--- src/rtl/canvas_pkg.sv ---
// Shared constants, types and helpers for the canvas frame-memory write path.
package canvas_pkg;

    localparam int IMAGE_WIDTH  = 320;
    localparam int IMAGE_HEIGHT = 240;
    localparam int X_BITS       = 9;
    localparam int Y_BITS       = 8;
    localparam int COLOR_BITS   = 3;
    localparam int OOB_BITS     = 16;

    typedef struct packed {
        logic [X_BITS-1:0]     x;
        logic [Y_BITS-1:0]     y;
        logic [COLOR_BITS-1:0] color;
    } pixel_req_t;

    typedef enum logic {
        IDLE  = 1'b0,
        CLEAR = 1'b1
    } arb_state_t;

    function automatic logic in_bounds(
        input logic [X_BITS-1:0] x,
        input logic [Y_BITS-1:0] y,
        input logic [X_BITS-1:0] x_lim,
        input logic [Y_BITS-1:0] y_lim
    );
        return (x < x_lim) && (y < y_lim);
    endfunction

endpackage

--- src/rtl/canvas_clear_seq.sv ---
// Raster sweep for a full-canvas clear: x inner loop, y outer loop, one pixel per cycle.
module canvas_clear_seq
    import canvas_pkg::*;
#(
    parameter int ImageWidth  = IMAGE_WIDTH,
    parameter int ImageHeight = IMAGE_HEIGHT
) (
    input  logic              clk,
    input  logic              reset,
    input  logic              start,
    output logic              busy,
    output logic [X_BITS-1:0] x,
    output logic [Y_BITS-1:0] y,
    output logic              done
);

    localparam logic [X_BITS-1:0] X_LAST = X_BITS'(ImageWidth - 1);
    localparam logic [Y_BITS-1:0] Y_LAST = Y_BITS'(ImageHeight - 1);

    arb_state_t state;
    logic       last;

    assign busy = (state == CLEAR);
    assign last = busy && (x == X_LAST) && (y == Y_LAST);

    // NOTE: sequential state uses non-blocking assignments so every register samples pre-edge values.
    always_ff @(posedge clk or negedge reset) begin
        if (!reset) begin
            state <= IDLE;
            x     <= '0;
            y     <= '0;
            done  <= 1'b0;
        end else begin
            done <= 1'b0;
            case (state)
                IDLE: begin
                    if (start) begin
                        state <= CLEAR;
                        x     <= '0;
                        y     <= '0;
                    end
                end
                CLEAR: begin
                    // Counters park on the last pixel rather than wrapping.
                    if (last) begin
                        state <= IDLE;
                        done  <= 1'b1;
                    end else if (x == X_LAST) begin
                        x <= '0;
                        y <= y + Y_BITS'(1);
                    end else begin
                        x <= x + X_BITS'(1);
                    end
                end
                default: state <= IDLE;
            endcase
        end
    end

endmodule

--- src/rtl/canvas_write_arbiter.sv ---
// Sole owner of the frame-memory write port: round-robin CPU/engine arbitration plus canvas clear.
// Optional CANVAS_ARB_OOB_COUNT_EN adds a saturating count of accepted out-of-bounds requests.
module canvas_write_arbiter
    import canvas_pkg::*;
#(
    parameter int ImageWidth  = IMAGE_WIDTH,
    parameter int ImageHeight = IMAGE_HEIGHT,
    parameter int ColorBits   = COLOR_BITS
) (
    input  logic                 clk,
    input  logic                 reset,
    input  logic                 req0_valid,
    input  logic [X_BITS-1:0]    req0_x,
    input  logic [Y_BITS-1:0]    req0_y,
    input  logic [ColorBits-1:0] req0_color,
    output logic                 req0_ready,
    input  logic                 req1_valid,
    input  logic [X_BITS-1:0]    req1_x,
    input  logic [Y_BITS-1:0]    req1_y,
    input  logic [ColorBits-1:0] req1_color,
    output logic                 req1_ready,
    input  logic                 clear_start,
    input  logic [ColorBits-1:0] clear_color,
    output logic                 clear_busy,
    output logic                 clear_done,
    output logic                 writeEnable,
    output logic [X_BITS-1:0]    XWrite,
    output logic [Y_BITS-1:0]    YWrite,
    output logic [ColorBits-1:0] writeValueMemory
`ifdef CANVAS_ARB_OOB_COUNT_EN
    ,
    output logic [OOB_BITS-1:0]  oob_count
`endif
);

    localparam logic [X_BITS-1:0] X_LIM = X_BITS'(ImageWidth);
    localparam logic [Y_BITS-1:0] Y_LIM = Y_BITS'(ImageHeight);

    logic                 ptr;
    logic [ColorBits-1:0] clear_color_q;
    logic                 start_clear;
    logic                 grant0;
    logic                 grant1;
    logic                 accept;
    logic [X_BITS-1:0]    sel_x;
    logic [Y_BITS-1:0]    sel_y;
    logic [ColorBits-1:0] sel_color;
    logic                 sel_in_bounds;
    logic [X_BITS-1:0]    clr_x;
    logic [Y_BITS-1:0]    clr_y;

    canvas_clear_seq #(
        .ImageWidth (ImageWidth),
        .ImageHeight(ImageHeight)
    ) u_clear_seq (
        .clk  (clk),
        .reset(reset),
        .start(start_clear),
        .busy (clear_busy),
        .x    (clr_x),
        .y    (clr_y),
        .done (clear_done)
    );

    // NOTE: every always_comb output is assigned on every path, so no latches are inferred.
    always_comb begin
        start_clear   = !clear_busy && clear_start;
        // ptr=0 favours req0; clear_start pre-empts both requesters in the same cycle.
        grant0        = reset && !clear_busy && !clear_start && req0_valid && (!req1_valid || !ptr);
        grant1        = reset && !clear_busy && !clear_start && req1_valid && (!req0_valid || ptr);
        accept        = grant0 || grant1;
        sel_x         = grant1 ? req1_x     : req0_x;
        sel_y         = grant1 ? req1_y     : req0_y;
        sel_color     = grant1 ? req1_color : req0_color;
        sel_in_bounds = in_bounds(sel_x, sel_y, X_LIM, Y_LIM);
    end

    assign req0_ready = grant0;
    assign req1_ready = grant1;

    always_ff @(posedge clk or negedge reset) begin
        if (!reset) begin
            ptr              <= 1'b0;
            clear_color_q    <= '0;
            writeEnable      <= 1'b0;
            XWrite           <= '0;
            YWrite           <= '0;
            writeValueMemory <= '0;
        end else begin
            if (start_clear) clear_color_q <= clear_color;

            if (grant0)      ptr <= 1'b1;
            else if (grant1) ptr <= 1'b0;

            // Address/data hold their last value whenever no write is issued.
            if (clear_busy) begin
                writeEnable      <= 1'b1;
                XWrite           <= clr_x;
                YWrite           <= clr_y;
                writeValueMemory <= clear_color_q;
            end else if (accept && sel_in_bounds) begin
                writeEnable      <= 1'b1;
                XWrite           <= sel_x;
                YWrite           <= sel_y;
                writeValueMemory <= sel_color;
            end else begin
                writeEnable      <= 1'b0;
            end
        end
    end

`ifdef CANVAS_ARB_OOB_COUNT_EN
    always_ff @(posedge clk or negedge reset) begin
        if (!reset) begin
            oob_count <= '0;
        end else if (accept && !sel_in_bounds && (oob_count != '1)) begin
            oob_count <= oob_count + OOB_BITS'(1);
        end
    end
`endif

endmodule

--- config.mk ---
export PLATFORM = sky130hd
export DESIGN_NAME = canvas_write_arbiter
export DESIGN_NICKNAME = d
export VERILOG_FILES = /design/src/rtl/canvas_pkg.sv /design/src/rtl/canvas_clear_seq.sv /design/src/rtl/canvas_write_arbiter.sv
export SDC_FILE = /design/constraint.sdc
export NUM_CORES = 1
export LEC_CHECK = 0
export ABC_AREA = 1
export CORE_ASPECT_RATIO = 0.6
export CORE_UTILIZATION = 40
export CTS_CLUSTER_DIAMETER = 150
export CTS_CLUSTER_SIZE = 14
export DETAILED_ROUTE_END_ITERATION = 10
export PLACE_DENSITY_LB_ADDON = 0.15
export SYNTH_ARGS = -nofsm -noshare
export SYNTH_HDL_FRONTEND = slang
export SYNTH_SLANG_ARGS = --single-unit
--- constraint.sdc ---
create_clock -name clk -period 4.51 [get_ports clk]
set_input_delay 0.902 -clock clk [delete_from_list [all_inputs] [get_ports clk]]
set_output_delay 0.902 -clock clk [all_outputs]
set_load 0.005 [all_outputs]
==> impl_results.md <==
- Outcome: complete, no violations
- Die Y: 63.4 µm
- Fin nets: about 440
- Post-DR wirelength/cell: roughly 14 µm
- Path category of the worst min-delay check: register to register
- CP arrival: between 2 and 3 ns
- Buffers on Ports: 72
- Synth Net Count: between 300 and 400
- Async SR Flop Fraction: 1.00
- Sequential share of the synthesized area: 0.438
- Data required time at the worst endpoint: between 3 and 4 ns
- Core area: ~5800 µm²
- Initial antenna violation count: 0
- Area leader, netlist: dfrtp_1
- DR WL met2: between 2000 and 3000 µm
- R2R cell count: 14
- Type of origin of the critical path: primary input
- Max_cap viols: 0
- Synthesized area: ~2500 µm²
- Worst-path clk slew: roughly 0.080 ns
- Die X-Extent: 104 µm
- Leakage: approximately 0.0016 µW
- Vias per cell: 4.99
- Leading cell type in the layout, fill and taps excluded: nand2_1
- Syn_area_per_cell: between 7 and 8 µm²
- Commonest non-fill, non-tap cells in the layout: 96 x nand2_1, 71 x clkdlybuf4s50_1, 44 x dfrtp_1
- CP Capture Type: output pin
- Tmin final: around 3.5 ns
- Remaining global-route overflow: 0
- Period utilization: 0.767
- Ranking of synthesized cells by area: dfrtp_1 44%, nand2_1 14%, nand3_1 7.0%, o21ai_0 7.0%, inv_1 4.2%
- Pre-Repair DR Iteration Count: 4
- Initial DRC count: approximately 140
- Layout cell share with drive strength beyond 1: 0.0636
- YS warnings: 0
- Buffers inserted by post-CTS timing repair: 0
- # resized after CTS: 0
- Hold Crit Depth: 1
- Antenna cell count: 0
- HPWL after detailed placement: roughly 5000 µm
- DRC Markers: 0
- Area Overhead vs Synth: 32.9%
- CTS Sinks: 44
- Num CTS Buffers: 5
- Setup TNS: 0 ns
- Power density cells: 373 nW/µm²
- Final setup fails: 0
- Yosys reg bits: between 40 and 50
- First-pass GRT wire length: 11100 µm
- Worst-Skew Late Latency: 0.30 ns
- Max frequency: just under 0.3 GHz
- Synth unique cells: 27
- Mapped Cells: about 330
- Initial core utilization: 0.433
- Setup slack, reg-to-reg: around 1.6 ns
- Setup Skew: about 0.0090 ns
- WS Path Type: primary input to output pin
- IO Count: 73
- Max Buffers Root-to-Sink: 2
- Post-synth top area share: 0.438
- Peak VDD IR: 0.000204 V
- Routability cong.: between 0.8 and 0.9
- Placed Cells: about 470
- Remaining antenna violation count: 0
- WL final: a little under 7000 µm
- Non-filler cells, final: between 400 and 500
- DR WL met3: 452 µm
- Slew at the pin closest to its max-slew limit: roughly 0.56 ns
- CTS tree: built
- Final worst-path setup slack: between 1 and 1.5 ns
- Fin. max-slew vios: 0
- Top_reg_cell synth: dfrtp_1
- Number of synthesized flops with an enable pin: 0
- Hold_buf cts: 0
- Met1 Wirelength: about 3700 µm
- Vias post-DR: around 2400
- Total Routing Usage GR: 0.218
- RSZ-0062 raised after global routing: false
- Final Hold Vio Count: 0
- Number of global-route vias before repair: 2108
- Post-place setup slack: 1.08 ns
- DIE AREA: ~6600 µm²
- Max Used Layer: met4
- H-tree depth: 2
- Slew HR: 0.627
- Clk root buf: clkbuf_8
- Worst Path Max Fanout: 22
- Num rows: 21
- Pin count of the biggest net entering global routing: ~50
==> sequential cells by signal, summed over array words and instances, names as in the netlist <==
register          flops
YWrite                8
writeEnable           1
u_clear_seq.y         8
ptr                   1
clear_color_q         3
u_clear_seq.busy      1
XWrite                9
u_clear_seq.x         9
writeValueMemory      3
u_clear_seq.done      1
==> Yosys cell counts, types with 3 or more instances <==
cell type	n
o21ai_0	35
dfrtp_1	44
buf_2	3
nand3_1	35
inv_1	28
nand2_1	96
buf_6	6
mux2_2	3
nand2_4	3
nand4_1	4
xor2_1	6
nand3b_1	6
clkbuf_1	6
o22ai_1	10
nor2_1	22
==> through the flow <==
step	area [µm²]	hold WS, ns	total power [µW]	utilization
after floorplan	2510	0.480	769	-
after global placement	3250	0.490	983	0.559
after detailed placement	3250	0.493	993	0.559
after CTS	3340	0.512	1250	0.576
after global routing	3340	0.538	1340	0.576
final	3340	0.508	1250	0.576
==> report_power, final <==
part	switching [µW]	internal (µW)
logic	183	222
clock network	136	125
registers	82.4	498
total	401	844
==> per-layer routing <==
layer,up-vias,GRT usage
met4,0,0.0536
met5,-,0
li1,1201,-
met1,1094,0.360
met3,2,0.0424
met2,62,0.278
==> path summary, 6_finish.rpt <==
kind | from | to
worst max-delay path | req1_valid | req1_ready
worst min-delay path | clear_color_q[1] | clear_color_q[1]
worst max register to register | u_clear_seq.busy | XWrite[3]
worst min register to register | clear_color_q[1] | clear_color_q[1]
max in group asynchronous | reset | YWrite[7]
min in group asynchronous | reset | writeEnable
==> cell type report <==
| type | count | area [µm²] |
|---|---|---|
| Fill cell | 557 | 2460 |
| Multi-Input combinational cell | 237 | 1200 |
| Sequential cell | 44 | 1100 |
| Timing Repair Buffer | 75 | 738 |
| Inverter | 29 | 111 |
| Tap cell | 80 | 100 |
| Clock buffer | 7 | 86.3 |
| Clock inverter | 1 | 7.51 |
==> cells by family after synthesis <==
logic type / synth area share
xor gates and xnor gates: 0.0279
and+or+nand+nor: 0.317
DFF: 0.438
muxes: 0.0134
adders and majority gates: 0.00995
AOI/OAI and AO/OA: 0.108
buffers and inverters: 0.0861
==> critical path, stage by stage <==
cell and delay (ns):
clkdlybuf4s50_1 0.50, inv_1 0.08, a21oi_4 0.23, nand2_4 0.21, inv_1 0.12, clkdlybuf4s50_1 0.50
(Power assumes the default switching activity.)
